**src/rtl/ahb_decode_mux_n.sv**
```systemverilog
// AHB address decoder and response mux with an internal default slave and a
// per-port wait-state timeout that quarantines a hung slave until software clears it.
//
// state | meaning
// NONE  | no data phase pending; zero-wait OKAY
// SLAVE | data phase owned by port sel_q
// ERR1  | default-slave / timeout error, first cycle (HREADYS=0)
// ERR2  | error response, second cycle (HREADYS=1)
module ahb_decode_mux_n #(
  parameter int                   NPORTS  = 8,
  parameter int                   DWIDTH  = 32,
  parameter logic [NPORTS*32-1:0] BASE    = '0,
  parameter logic [NPORTS*5-1:0]  WIDTH   = '0,
  parameter logic [NPORTS-1:0]    ENABLE  = {NPORTS{1'b0}},
  parameter int                   TIMEOUT = 256
) (
  input  logic                     HCLK,
  input  logic                     HRESET,
  input  logic [31:0]              HADDRS,
  input  logic [1:0]               HTRANSS,
  input  logic [NPORTS-1:0]        HREADYOUTM,
  input  logic [NPORTS-1:0]        HRESPM,
  input  logic [NPORTS*DWIDTH-1:0] HRDATAM,
  input  logic                     TIMEOUT_CLR,
  output logic [NPORTS-1:0]        HSELM,
  output logic                     HREADYS,
  output logic                     HRESPS,
  output logic [DWIDTH-1:0]        HRDATAS,
  output logic                     TIMEOUT_IRQ,
  output logic [3:0]               TIMEOUT_PORT,
  output logic [NPORTS-1:0]        QUARANTINE
);

  localparam int CW = (TIMEOUT > 0) ? $clog2(TIMEOUT + 1) : 1;
  localparam logic [CW-1:0] CNT_MAX  = '1;
  localparam logic [CW-1:0] CNT_LAST = CW'((TIMEOUT > 0) ? TIMEOUT - 1 : 0);

  typedef enum logic [1:0] {NONE, SLAVE, ERR1, ERR2} state_t;

  state_t              state_q, state_d;
  logic [3:0]          sel_q, sel_d;
  logic [CW-1:0]       cnt_q, cnt_d;
  logic [NPORTS-1:0]   quar_q, quar_d;
  logic                irq_q, irq_d;
  logic [3:0]          port_q, port_d;

  logic [3:0]          win;
  logic                any_hit;
  logic                rdy_sel, resp_sel, timeout;
  logic [DWIDTH-1:0]   rdata_sel;
  logic                htrans_unused;

  assign htrans_unused = HTRANSS[0];

  function automatic logic port_hit(input int k, input logic [31:0] addr);
    logic [31:0] mask;
    mask = 32'hFFFF_FFFF << WIDTH[k*5 +: 5];
    return ((addr ^ BASE[k*32 +: 32]) & mask) == 32'h0;
  endfunction

  // Scan high to low so the lowest matching index is the one left standing.
  always_comb begin
    win     = '0;
    any_hit = 1'b0;
    for (int k = NPORTS - 1; k >= 0; k--) begin
      if (ENABLE[k] && !quar_q[k] && port_hit(k, HADDRS)) begin
        win     = 4'(k);
        any_hit = 1'b1;
      end
    end
    HSELM = any_hit ? (NPORTS'(1) << win) : '0;
  end

  always_comb begin
    rdy_sel   = 1'b1;
    resp_sel  = 1'b0;
    rdata_sel = '0;
    for (int k = 0; k < NPORTS; k++) begin
      if (sel_q == 4'(k)) begin
        rdy_sel   = HREADYOUTM[k];
        resp_sel  = HRESPM[k];
        rdata_sel = HRDATAM[k*DWIDTH +: DWIDTH];
      end
    end
  end

  always_comb begin
    HREADYS = 1'b1;
    HRESPS  = 1'b0;
    HRDATAS = '0;
    case (state_q)
      SLAVE: begin
        HREADYS = rdy_sel;
        HRESPS  = resp_sel;
        HRDATAS = rdata_sel;
      end
      ERR1: begin
        HREADYS = 1'b0;
        HRESPS  = 1'b1;
      end
      ERR2:    HRESPS = 1'b1;
      default: ;
    endcase

    timeout = (TIMEOUT != 0) && (state_q == SLAVE) && !rdy_sel && (cnt_q == CNT_LAST);

    state_d = state_q;
    sel_d   = sel_q;
    cnt_d   = cnt_q;
    if (timeout) begin
      state_d = ERR1;
    end else if (state_q == ERR1) begin
      state_d = ERR2;
    end else if (HREADYS) begin
      if (HTRANSS[1] && any_hit) begin
        state_d = SLAVE;
        sel_d   = win;
        cnt_d   = '0;
      end else if (HTRANSS[1]) begin
        state_d = ERR1;
      end else begin
        state_d = NONE;
      end
    end else if (state_q == SLAVE && cnt_q != CNT_MAX) begin
      cnt_d = cnt_q + CW'(1);
    end

    // Clear first so a coinciding timeout still leaves its own flag set.
    quar_d = quar_q;
    irq_d  = irq_q;
    port_d = port_q;
    if (TIMEOUT_CLR) begin
      quar_d = '0;
      irq_d  = 1'b0;
    end
    if (timeout) begin
      quar_d = quar_d | (NPORTS'(1) << sel_q);
      irq_d  = 1'b1;
      port_d = sel_q;
    end
  end

  always_ff @(posedge HCLK) begin
    if (HRESET) begin
      state_q <= NONE;
      sel_q   <= '0;
      cnt_q   <= '0;
      quar_q  <= '0;
      irq_q   <= 1'b0;
      port_q  <= '0;
    end else begin
      state_q <= state_d;
      sel_q   <= sel_d;
      cnt_q   <= cnt_d;
      quar_q  <= quar_d;
      irq_q   <= irq_d;
      port_q  <= port_d;
    end
  end

  assign QUARANTINE   = quar_q;
  assign TIMEOUT_IRQ  = irq_q;
  assign TIMEOUT_PORT = port_q;

endmodule

```
**config.mk**
```make
export PLATFORM = sky130hd
export DESIGN_NAME = ahb_decode_mux_n
export DESIGN_NICKNAME = d
export VERILOG_FILES = /design/src/rtl/ahb_decode_mux_n.sv
export SDC_FILE = /design/constraint.sdc
export NUM_CORES = 1
export LEC_CHECK = 0
export ABC_AREA = 1
export BUFFER_PORTS_ARGS = -buffer_cell sky130_fd_sc_hd__buf_2
export CAP_MARGIN = 20
export CELL_PAD_IN_SITES_DETAIL_PLACEMENT = 0
export CELL_PAD_IN_SITES_GLOBAL_PLACEMENT = 1
export CORE_AREA = 10 10 134 136
export CTS_CLUSTER_DIAMETER = 120
export DETAILED_ROUTE_END_ITERATION = 10
export DIE_AREA = 0 0 144 146
export GPL_ROUTABILITY_DRIVEN = 0
export HOLD_SLACK_MARGIN = 0.12
export PLACE_DENSITY_LB_ADDON = 0.05
export SETUP_SLACK_MARGIN = 0.05
export SYNTH_ARGS = -nofsm -noshare
export SYNTH_HDL_FRONTEND = slang
export SYNTH_SLANG_ARGS = --single-unit
```
**constraint.sdc**
```tcl
create_clock -name HCLK -period 2.14 [get_ports HCLK]
set_input_delay 0.214 -clock HCLK [delete_from_list [all_inputs] [get_ports HCLK]]
set_output_delay 0.214 -clock HCLK [all_outputs]
set_load 0.01 [all_outputs]
```
==> Yosys cells after proc, flatten, opt, wreduce, memory -nomap -nowiden <==
Index checks and enable logic that the tools add are counted.
{ "totals": {"reg_bits": 20, "latchBits": 0, "ramBits": 0, "romBits": 0, "output_inout_bits": 55, "wordCells": 36, "memories": 0} }
{ "op_classes": {"n_addsub": 1, "n_mul": 0, "div_mod_pow": 0, "magnitude_cmp": 0, "n_eq_ne": 5, "shift": 0, "muxes": 11, "n_bitwise": 3, "reduce_logical": 10} }
{ "op_table": {"columns": ["cell", "n"], "rows": [
  ["two-way mux 32 bit", 1],
  ["adder 9 x 1 -> 9 bit, second input constant", 1],
  ["== test 9 x 8 -> 1 bit, second input constant", 1],
  ["inequality test 9 bit, second input constant", 1],
  ["two-way mux 2 bit", 4],
  ["two-way mux 8 bit", 1],
  ["== test 2 bit, second input constant", 2],
  ["case mux 1 bit (2 select lines)", 2],
  ["AND reduction 4 bit", 1],
  ["nonzero test 2 bit", 2],
  ["OR reduction 2 bit", 2],
  ["logical AND 1 bit", 3],
  ["two-way mux 1 bit", 3],
  ["NOT 1 bit", 3],
  ["nonzero test 3 bit", 1],
  ["== test 2 x 1 -> 1 bit, second input constant", 1],
  ["zero test 1 bit", 1]
]} }

==> Depth between registers and ports, before layout <==
Gate-level depths: netlist of the first run.
{ "logic_depth": {"depth_word": 5, "mapped_depth": 12, "ltp_nobuf": 12} }

==> Worst setup path before layout of the first run <==
OpenSTA, ideal clock, no wires.
{ "synth_timing": {"kind": "flip-flop to flip-flop", "from": "register cnt_q[0]", "to": "register cnt_q[4]", "t_arrival_ps": 1568, "required_time_ps": 2025, "setup_slack_ps": 457, "path_stages_with_launch": 12, "n_path_buf": 0, "period_less_slack_ps": 1683, "cell_sequence": "dfxtp_1 > ha_1 > nand2_1 > nor2_1 > nand2_1 > nor2_1 > ha_1 > nand4_1 > nand2_1 > inv_1 > a21oi_1 > nor2_1"} }
{ "synth_via": {"elab_chain_cells": 4, "word_cells_on_any_way": 7, "cone_classes": "add/sub (1); eq/ne (2); bitwise (1); reduce/logical (3)"} }
{ "synth_rtl": {"columns": ["item", "line_no", "rtl"], "rows": [
  ["from (decl)", "42", "logic [CW-1:0] cnt_q, cnt_d;"],
  ["from (signal assigned)", "154", "cnt_q <= cnt_d;"],
  ["branches (longest 4 deep; another with adder 9 x 1 -> 9 bit)", null, null]
]} }
Parallel ways; which one is timed is not known.
A chain may end at the register's enable or synchronous reset.

==> Final worst setup path of the first run <==
{ "layout_timing": {"from": "register state_q[0]", "to": "output port HRDATAS[12]"} }
{ "layout_via": {"elab_chain_cells": 2} }
{ "layout_rtl": {"columns": ["item", "line_no", "rtl"], "rows": [
  ["from (decl)", "40", "state_t state_q, state_d;"],
  ["from (signal assigned)", "152", "state_q <= state_d;"],
  ["== test 2 x 1 -> 1 bit", "91", "case (state_q)"],
  ["two-way mux 32 bit", "91", null],
  ["to (decl)", "28", "output logic [DWIDTH-1:0] HRDATAS,"]
]} }
Every way passes these cells.

==> impl_results.md, run 1 <==
* PwrDens at 475 nW/um^2
* Startpoint types: flop
* Dpl hpwl at 5720 um
* Setup slack, reg-to-reg at 0.23 ns
* Core area at 15500 sq um
* Final Power at 0.821 mW
* Adder-Cell Fraction of Synth Area at 3.56%
* Worst Path Required at 1.93 ns
* Fin. Hold Viols at 0
* IO Pins at 364
* Hold Crit Depth at 4
* GRT Util Overall at 5.97%
* Simple-gate area share of the yosys netlist at 33.9%
* Largest family of logic cells by synthesized area: simple AND/OR/NAND/NOR gates
* Synthesis Warnings at 0
* Final ANT Viol Nets at 0
* Layout fillers at 1846
* Worst Setup Path Type: flop to primary output
* Fin Setup TNS at 0 ns
* Final Non-Filler Cells at 459
* Total CTS buffers at 3
* Clock root buffer: clkbuf_16
* Initial antenna violation count at 0
* Placement row count at 46
* Drt pass-1 iters at 2
* Max-Cap Viols at 0
* Clk buf depth at 2
* Vert. Die Dim at 146 um
* Post-Route WL at 6490 um
* Fin. max-slew vios at 0
* First DRT Iteration DRCs at 68
* Worst-case clock skew at 0.00300 ns
* Sequential share of the synthesized area at 22.8%
* Mux cell area share after synthesis at 0%
* Worst reg2reg path depth at 11
* Compound-gate portion of the synthesized area at 6.17%
* Worst r2r src: cnt_q[0]
* Die Area at 21000 sq um
* Placed Cells at 453
* Commonest cells after routing, fill and taps aside: buf_2 (73), inv_1 (45), nor2_1 (45)
* IO Port Bufs at 73
* RSZ-0062 raised after global routing: false
* FMAX at 518 MHz
* First-pass GRT wire length at 9200 um
* Syn avg cell area at 5.58 sq um
* Xor/xnor cell area share of the yosys netlist at 0.830%
* Htree depth at 1
* # DRC at 0
* Crit path max fanout at 16
* Initial Utilization at 6.81%
* Tcrit/Tclk final at 90.2%
* Routed len/inst at 14.1 um
* Synth-to-layout area growth at 63.9%
* Vias in the first global route at 1340
* Worst-path clk slew at 0.05 ns
* Layout cells sized above 1 at 34.8%
* Final instance area at 1730 sq um
* Largest net degree at the start of global routing at 18
* Commonest non-fill, non-tap cell in the layout: buf_2
* CP endpoint kind: primary output
* Via count at 1221
* Worst hold path type: input port to flop
* Final nets at 580
* CTS tree: done
* Worst Setup SP: state_q[0]
* Status: completed
* Synth Register Bits at 12
* Gr ovfl total at 0
* Routed vias/inst at 2.66
* Worst hold slack at 0.242 ns
* Clock Sinks at 12
* Library cells used by synthesis at 18
* Crit path arrival time at 1.72 ns
* Final min period at 1.93 ns
* Gate Count Post-Synth at 189
* Post-Place Cell Area at 1600 sq um
* Hold Crit Start: TIMEOUT_CLR
* Post-Syn Area at 1050 sq um
* Maximum VDD drop at 0.199 mV
* Static Leak at 1.00 nW
* Die Width at 144 um
* Final setup viols at 0
* Latest clock arrival within the worst-skew pair at 0.24 ns
* Antenna Cells at 0
[cell families (layout without fill, tap and decap cells)]
kind of cell               count (synthesis)  count (layout)
xor gates and xnor gates                   1               1
and+or+nand+nor                           88              88
buffers and inverters                     71             131
DFF                                       12              12
adders and majority gates                  3               3
other                                      1              19
AOI/OAI and AO/OA                         13              13
[final cells by class]
cell class / instances / area (sq um) / share of cell area (%)
tap: 192 / 240 / 13.9
clock buffer: 4 / 88.8 / 5.14
multi-input combinational: 124 / 548 / 31.7
sequential: 12 / 241 / 14.0
timing repair buffer: 80 / 430 / 24.9
inverter: 47 / 180 / 10.4
[timing repair]
action,in CTS,in global routing
setup endpoints to repair,0,24
setup buffers,0,2
hold buffers,0,0
resized for setup,0,5
[metal layers]
metal | vias to the layer above | part of all wire, % | GRT usage [%]
met2 | 61 | 35 | 7.34
met4 | 0 | 0 | 0.613
met5 | - | 0 | 0
li1 | 657 | - | -
met1 | 503 | 52 | 8.59
met3 | 0 | 14 | 3.79
[critical path: stages (launching register included)]
cell and delay (ns):
dfxtp_2 0.37, inv_1 0.06, nor2_2 0.17, clkinvlp_4 0.14
buf_12 0.15, nor2_1 0.35, buf_2 0.22
[path summary, 6_finish.rpt]
| kind | end |
|---|---|
| hold reg to reg | cnt_q[8] |
| setup reg to reg | cnt_q[5] |
| hold / removal | TIMEOUT_IRQ |
| setup / recovery | HRDATAS[12] |
[cells in the mapped netlist (all sizes together)]
master  instances  share of area, %
nor2           48                18
inv            47                17
nand2          30                11
buf            20                14
a21oi          12               5.7
dfxtp          12                23
nand3           7               3.3
clkbuf          4               1.4
ha              3               3.6
conb            1              0.36
nand3b          1              0.71
nand4           1              0.59
o21ai           1              0.47
or2             1              0.59
xor2            1              0.83
[where the power goes]
part           internal (mW)  switching [mW]  total, mW
clock                  0.284           0.117      0.401
combinational         0.0668           0.121      0.187
sequential             0.229         0.00432      0.233
[state kept, by name, summed over array words and instances (netlist names)]
signal and flops:
cnt_q 9, state_q 2, TIMEOUT_IRQ 1
[metrics by stage]
stage / setup slack [ns] / utilization (%)
after floorplan: 0.457 / -
after global placement: 0.0646 / 10.3
after detailed placement: 0.106 / 10.3
after CTS: 0.0922 / 10.9
after global routing: 0.0462 / 11.2
final: 0.210 / 11.2
(Power assumes the default switching activity.)
==> run 2, diff against run 1 <==
--- a/config.mk
+++ b/config.mk
@@ -17,7 +17,7 @@
 export GPL_ROUTABILITY_DRIVEN = 0
 export HOLD_SLACK_MARGIN = 0.12
 export PLACE_DENSITY_LB_ADDON = 0.05
-export SETUP_SLACK_MARGIN = 0.05
+export RECOVER_POWER = 100
 export SYNTH_ARGS = -nofsm -noshare
 export SYNTH_HDL_FRONTEND = slang
 export SYNTH_SLANG_ARGS = --single-unit
==> run 2 against run 1 <==
Compared with the run above:
- largest cell class unchanged
- core utilization down 0.34 points
- non-clock buffer count down 1
- clock skew about the same
- design area shrank 3.0%
- fmax fell by 1.8%
- sequential cell count stayed put
- worst setup slack got worse by 0.036 ns
- critical endpoint unchanged
- worst hold slack about the same
- sequential share of layout area is 0.36 points higher
==> impl_results.md, run 2 (same netlist as run 1, synthesis figures left out) <==
* Final setup viols at 0
* Htree depth at 1
* Fin Setup TNS at 0 ns
* Worst-path clk slew at 0.05 ns
* Comb pwr share at 21.8%
* Tcrit/Tclk final at 91.8%
* RSZ-0062 raised after global routing: false
* GRT Util Overall at 5.97%
* CTS tree: done
* First DRT Iteration DRCs at 66
* Antenna Cells at 0
* Initial Utilization at 6.81%
* Clock Sinks at 12
* Dpl ws at 0.106 ns
* Critical path's top delay family: simple AND/OR/NAND/NOR gates
* Clk buf depth at 2
* Die Width at 144 um
* Startpoint types: flop
* Static Leak at 0.910 nW
* Clock network power share at 49.6%
* Routed vias/inst at 2.65
* Gr ovfl total at 0
* Commonest non-fill, non-tap cell in the layout: inv_1
* Worst Setup Path Type: flop to primary output
* Area of the multi-input gates at 546 sq um
* Latest clock arrival within the worst-skew pair at 0.25 ns
* Die Area at 21000 sq um
* Max FFs per register at 9
* FMAX at 509 MHz
* # DRC at 0
* Total CTS buffers at 3
* Critical Path Slowest Stage Cell: dfxtp_1
* Final setup margin at 0.174 ns
* Fin. Hold Viols at 0
* Synth-to-layout area growth at 59.0%
* First-pass GRT wire length at 9200 um
* Switch Pwr at 0.243 mW
* Worst-case clock skew at 0.00278 ns
* Share of power burned in registers at 28.6%
* Layout fillers at 1860
* Via count at 1214
* Fin. max-slew vios at 0
* CP endpoint kind: primary output
* Top reg by flops: cnt_q
* IO Pins at 364
* Maximum VDD drop at 0.200 mV
* Critical path's most frequent cell: inv_1
* Status: completed
* Crit path arrival time at 1.75 ns
* Dpl hpwl at 5720 um
* Initial antenna violation count at 0
* Max-Cap Viols at 0
* Final ANT Viol Nets at 0
* Layout cells sized above 1 at 26.7%
* Post-Route WL at 6460 um
* Placed Cells at 453
* Sequential cell area at 240 sq um
* Sw frac at 29.9%
* Vert. Die Dim at 146 um
* CP max stage delay at 0.42 ns
* Drt pass-1 iters at 2
* Worst hold path type: input port to flop
* Final Non-Filler Cells at 458
* Final min period at 1.97 ns
* IO Port Bufs at 73
* Core area at 15500 sq um
* Cell Chain, Critical Path: inv_1 > nor2_2 > inv_1 > nor2_1 > clkbuf_2
* Worst Path Required at 1.93 ns
* Int Pwr at 0.570 mW
* Largest net degree at the start of global routing at 18
* Clock root buffer: clkbuf_16
* Final nets at 579
* Placement row count at 46
* Vias in the first global route at 1340
* Routed len/inst at 14.1 um
* PwrDens at 485 nW/um^2
* Commonest cells after routing, fill and taps aside: inv_1 (46), nor2_1 (45), buf_2 (41)
* Crit path max fanout at 16
* Final Power at 0.813 mW
* Worst Path Buf+Inv at 3
## run 2: area by class of cell
type                       count  share of cell area (%)
multi-input combinational    124                    32.5
timing repair buffer          79                    23.0
sequential                    12                    14.3
tap                          192                    14.3
inverter                      47                    10.5
clock buffer                   4                    5.30
## run 2: timing repair
action                     4_1_cts  5_1_grt
hold buffers                     0        0
hold endpoints to repair         0        0
setup endpoints to repair        0        9
gates resized for setup          0        2
setup buffers                    0        1
## run 2: path summary, 6_finish.rpt
check         startpoint           to  slack [ns]  depth (start not counted)
max           state_q[0]  HRDATAS[12]        0.17                          5
min          TIMEOUT_CLR  TIMEOUT_IRQ        0.24                          4
max reg2reg     cnt_q[0]     cnt_q[2]        0.22                         12
min reg2reg     cnt_q[0]     cnt_q[0]        0.49                          2
## run 2: power groups by stage
stage | combinational [mW] | clock, mW | sequential, mW
floorplan | 0.111 | 0 | 0.236
global placement | 0.185 | 0 | 0.237
detailed placement | 0.182 | 0 | 0.237
CTS | 0.183 | 0.421 | 0.232
global route | 0.202 | 0.427 | 0.233
finish | 0.178 | 0.403 | 0.233
## run 2: worst min-delay path, stage by stage
cell     delay, ns
buf_2         0.07
inv_1         0.03
nand2_1       0.05
a21oi_1       0.06
## run 2: metal layers
layer / wire length (um) / vias to the layer above / track usage (%)
met5: 0 / - / 0
met2: 2240 / 61 / 7.34
li1: - / 655 / -
met1: 3350 / 498 / 8.59
met4: 0 / 0 / 0.613
met3: 878 / 0 / 3.79
## run 2: through the flow
| step | hold slack, ns | util [%] | cell area, sq um |
|---|---|---|---|
| after CTS | 0.248 | 10.9 | 1690 |
| after global placement | 0.484 | 10.3 | 1600 |
| after detailed placement | 0.489 | 10.3 | 1600 |
| after global routing | 0.271 | 10.8 | 1680 |
| final | 0.242 | 10.8 | 1680 |
| after floorplan | 0.377 | - | 1120 |
==> run 3, diff against run 2 <==
--- a/config.mk
+++ b/config.mk
@@ -5,7 +5,6 @@
 export SDC_FILE = /design/constraint.sdc
 export NUM_CORES = 1
 export LEC_CHECK = 0
-export ABC_AREA = 1
 export BUFFER_PORTS_ARGS = -buffer_cell sky130_fd_sc_hd__buf_2
 export CAP_MARGIN = 20
 export CELL_PAD_IN_SITES_DETAIL_PLACEMENT = 0
==> run 3 against run 2 <==
Compared with the run above:
- clock power down 14%
- worst setup slack worse by 0.087 ns
- global-route usage up 0.24 points
- via count down 5.7%
- combinational power up 3%
- die area unchanged
- total power down 6.1%
- fmax down 4.2%
- area after synthesis down 6.0%
- first-iteration DRC count down 39%
- clock skew up 0.0035 ns
- core utilization up 0.27 points
- critical path type is now flop to flop
- critical endpoint is now cnt_q[7]
- largest power group unchanged
- highest routed layer unchanged
==> impl_results.md, run 3 <==
* Gr ovfl total at 0
* EDFF count, synth at 0
* Die Area at 21000 sq um
* First-pass GRT wire length at 9420 um
* Worst Setup Path Type: flop to flop
* Yosys top cell by area: dfxtp_1
* Final instance area at 1720 sq um
* PwrDens at 444 nW/um^2
* Adder-Cell Fraction of Synth Area at 3.79%
* Max FFs per register at 9
* IO Port Bufs at 73
* Top reg by flops: cnt_q
* GRT Util Overall at 6.21%
* Latest clock arrival within the worst-skew pair at 0.24 ns
* FMAX at 487 MHz
* # DRC at 0
* Critical Path Slowest Stage Cell: or4b_4
* Max-Cap Viols at 0
* Total CTS buffers at 3
* Startpoint types: flop
* Routed vias/inst at 2.83
* Clock network power share at 45.4%
* Post-Route WL at 6810 um
* Switch Pwr at 0.218 mW
* Commonest non-fill, non-tap cell in the layout: buf_2
* Compound-gate portion of the synthesized area at 13.5%
* Placement row count at 46
* Fraction of registers with async set/reset at 0%
* Library cells used by synthesis at 30
* Layout cells sized above 1 at 42.7%
* Share of power burned in registers at 30.7%
* Post-Syn Area at 991 sq um
* Fin. max-slew vios at 0
* Sequential share of the synthesized area at 24.2%
* Sw frac at 28.5%
* Clock root buffer: clkbuf_16
* Post-synth top cells: and2_1 (32), buf_4 (20), dfxtp_1 (12)
* Final ANT Viol Nets at 0
* Simple-gate area share of the yosys netlist at 36.5%
* Synthesis Warnings at 0
* Synth-to-layout area growth at 73.5%
* Synth Register Bits at 12
* Maximum VDD drop at 0.194 mV
* CP max stage delay at 0.54 ns
* Syn avg cell area at 7.86 sq um
* Worst hold path type: input port to flop
* Fin. Hold Viols at 0
* Worst hold slack at 0.259 ns
* CTS tree: done
* Static Leak at 0.744 nW
* Largest family of logic cells by synthesized area: simple AND/OR/NAND/NOR gates
* Core area at 15500 sq um
* Synth Flop Type: dfxtp_1
* Initial antenna violation count at 1
* Worst-path clk slew at 0.05 ns
* Worst-case clock skew at 0.00628 ns
* Routed len/inst at 16.8 um
* Cell Chain, Critical Path: ha_4 > nand3_2 > nor2_2 > ha_2 > or4b_4 > or4_1 > a21oi_1
* Area share of the largest cell type after synthesis at 24.2%
* Vias in the first global route at 1290
* Mux cell area share after synthesis at 2.27%
* Drt pass-1 iters at 4
* Crit path arrival time at 2.22 ns
* Main area contributors after synthesis: dfxtp_1 (24%), and2_1 (20%), buf_4 (15%), a21oi_1 (4.0%), ha_1 (3.8%)
* Gate Count Post-Synth at 126
* Dpl hpwl at 5830 um
* RSZ-0062 raised after global routing: false
* Via count at 1145
* Status: completed
* CP endpoint kind: flop
* Die Width at 144 um
* Post-Place Cell Area at 1620 sq um
* Clock Sinks at 12
* Final setup viols at 0
* Crit path max fanout at 5
* Layout fillers at 1826
* Final nets at 527
* Comb pwr share at 23.9%
* IO Pins at 364
* Int Pwr at 0.546 mW
* Worst Path Required at 2.31 ns
* Htree depth at 1
* Final min period at 2.05 ns
* Tcrit/Tclk final at 95.9%
* Xor/xnor cell area share of the yosys netlist at 0%
* Commonest cells after routing, fill and taps aside: buf_2 (57), and2_0 (19), conb_1 (19)
* First DRT Iteration DRCs at 40
* Initial Utilization at 6.40%
* Most frequent cell after synthesis: and2_1
* Clk buf depth at 2
* Largest net degree at the start of global routing at 35
* Vert. Die Dim at 146 um
* Antenna Cells at 0
## run 3: changes by cell type after synthesis, sizes merged, moves of 3 or more
cell / delta
nor2: -44
and2: +32
inv: -43
nand2: -28
or4: +3
o31ai: +4
a21oi: -4
## run 3: power groups by stage
stage          clock network (mW)  logic (mW)  registers [mW]
2_1_floorplan                   0       0.105           0.239
3_3_place_gp                    0       0.191           0.238
3_5_place_dp                    0       0.186           0.237
4_1_cts                     0.370       0.192           0.234
5_1_grt                     0.377       0.206           0.234
6_report                    0.346       0.183           0.234
## run 3: logic make-up (layout without fill, tap and decap cells)
logic type | Yosys count | count (layout)
AND/OR/NAND/NOR | 58 | 59
AO/OA/AOI/OAI | 21 | 21
adder cells (fa/ha/maj) | 3 | 3
buffers and inverters | 29 | 97
flip-flops | 12 | 12
multiplexers | 2 | 2
other | 1 | 19
## run 3: layer usage
layer	track usage, %	share of wire (%)	wire length (um)
met3	3.88	14	964
met1	9.48	54	3650
met2	7.08	32	2200
met5	0	0	0
met4	0.460	0	0
## run 3: repair_timing
item                                    CTS  global route
endpoints found under the hold margin     0             0
pin swaps                                 6             3
buffers inserted                          1             0
cloned                                    1             0
hold buffers                              0             0
gates resized for setup                  10             1
endpoints found under the setup margin    6             5
## run 3: final cells by class
class	count	area, sq um	area share, %
Tap cell	192	240	14.0
Multi-Input combinational cell	104	678	39.4
Timing Repair Buffer	90	468	27.2
Clock buffer	3	75.1	4.37
Sequential cell	12	243	14.1
Inverter	4	15.0	0.873
## run 3: final timing paths
check	end	start	slack (ns)	cells after the start
worst max-delay path	cnt_q[7]	cnt_q[0]	0.09	7
worst min-delay path	TIMEOUT_IRQ	TIMEOUT_CLR	0.26	4
worst max register to register	cnt_q[7]	cnt_q[0]	0.09	7
worst min register to register	cnt_q[7]	cnt_q[7]	0.50	2
## run 3: per-stage QoR
stage / TNS [ns] / utilization (%) / std cells / total power, mW / worst slack [ns]
after floorplan: 0 / - / 144 / 0.344 / 0.0317
after global placement: -0.528 / 10.4 / 400 / 0.428 / -0.119
after detailed placement: -0.438 / 10.4 / 400 / 0.423 / -0.113
after CTS: -0.0835 / 11.3 / 405 / 0.796 / -0.0652
after global routing: 0 / 11.1 / 405 / 0.818 / 0.0129
final: 0 / 11.1 / 405 / 0.763 / 0.0873
## run 3: worst max-delay path, delay by kind of cell (launching register included)
kind,cells,cell delay [ns]
AND/OR/NAND/NOR,4,1.14
adder cells (fa/ha/maj),2,0.36
flip-flops,1,0.33
AO/OA/AOI/OAI,1,0.15
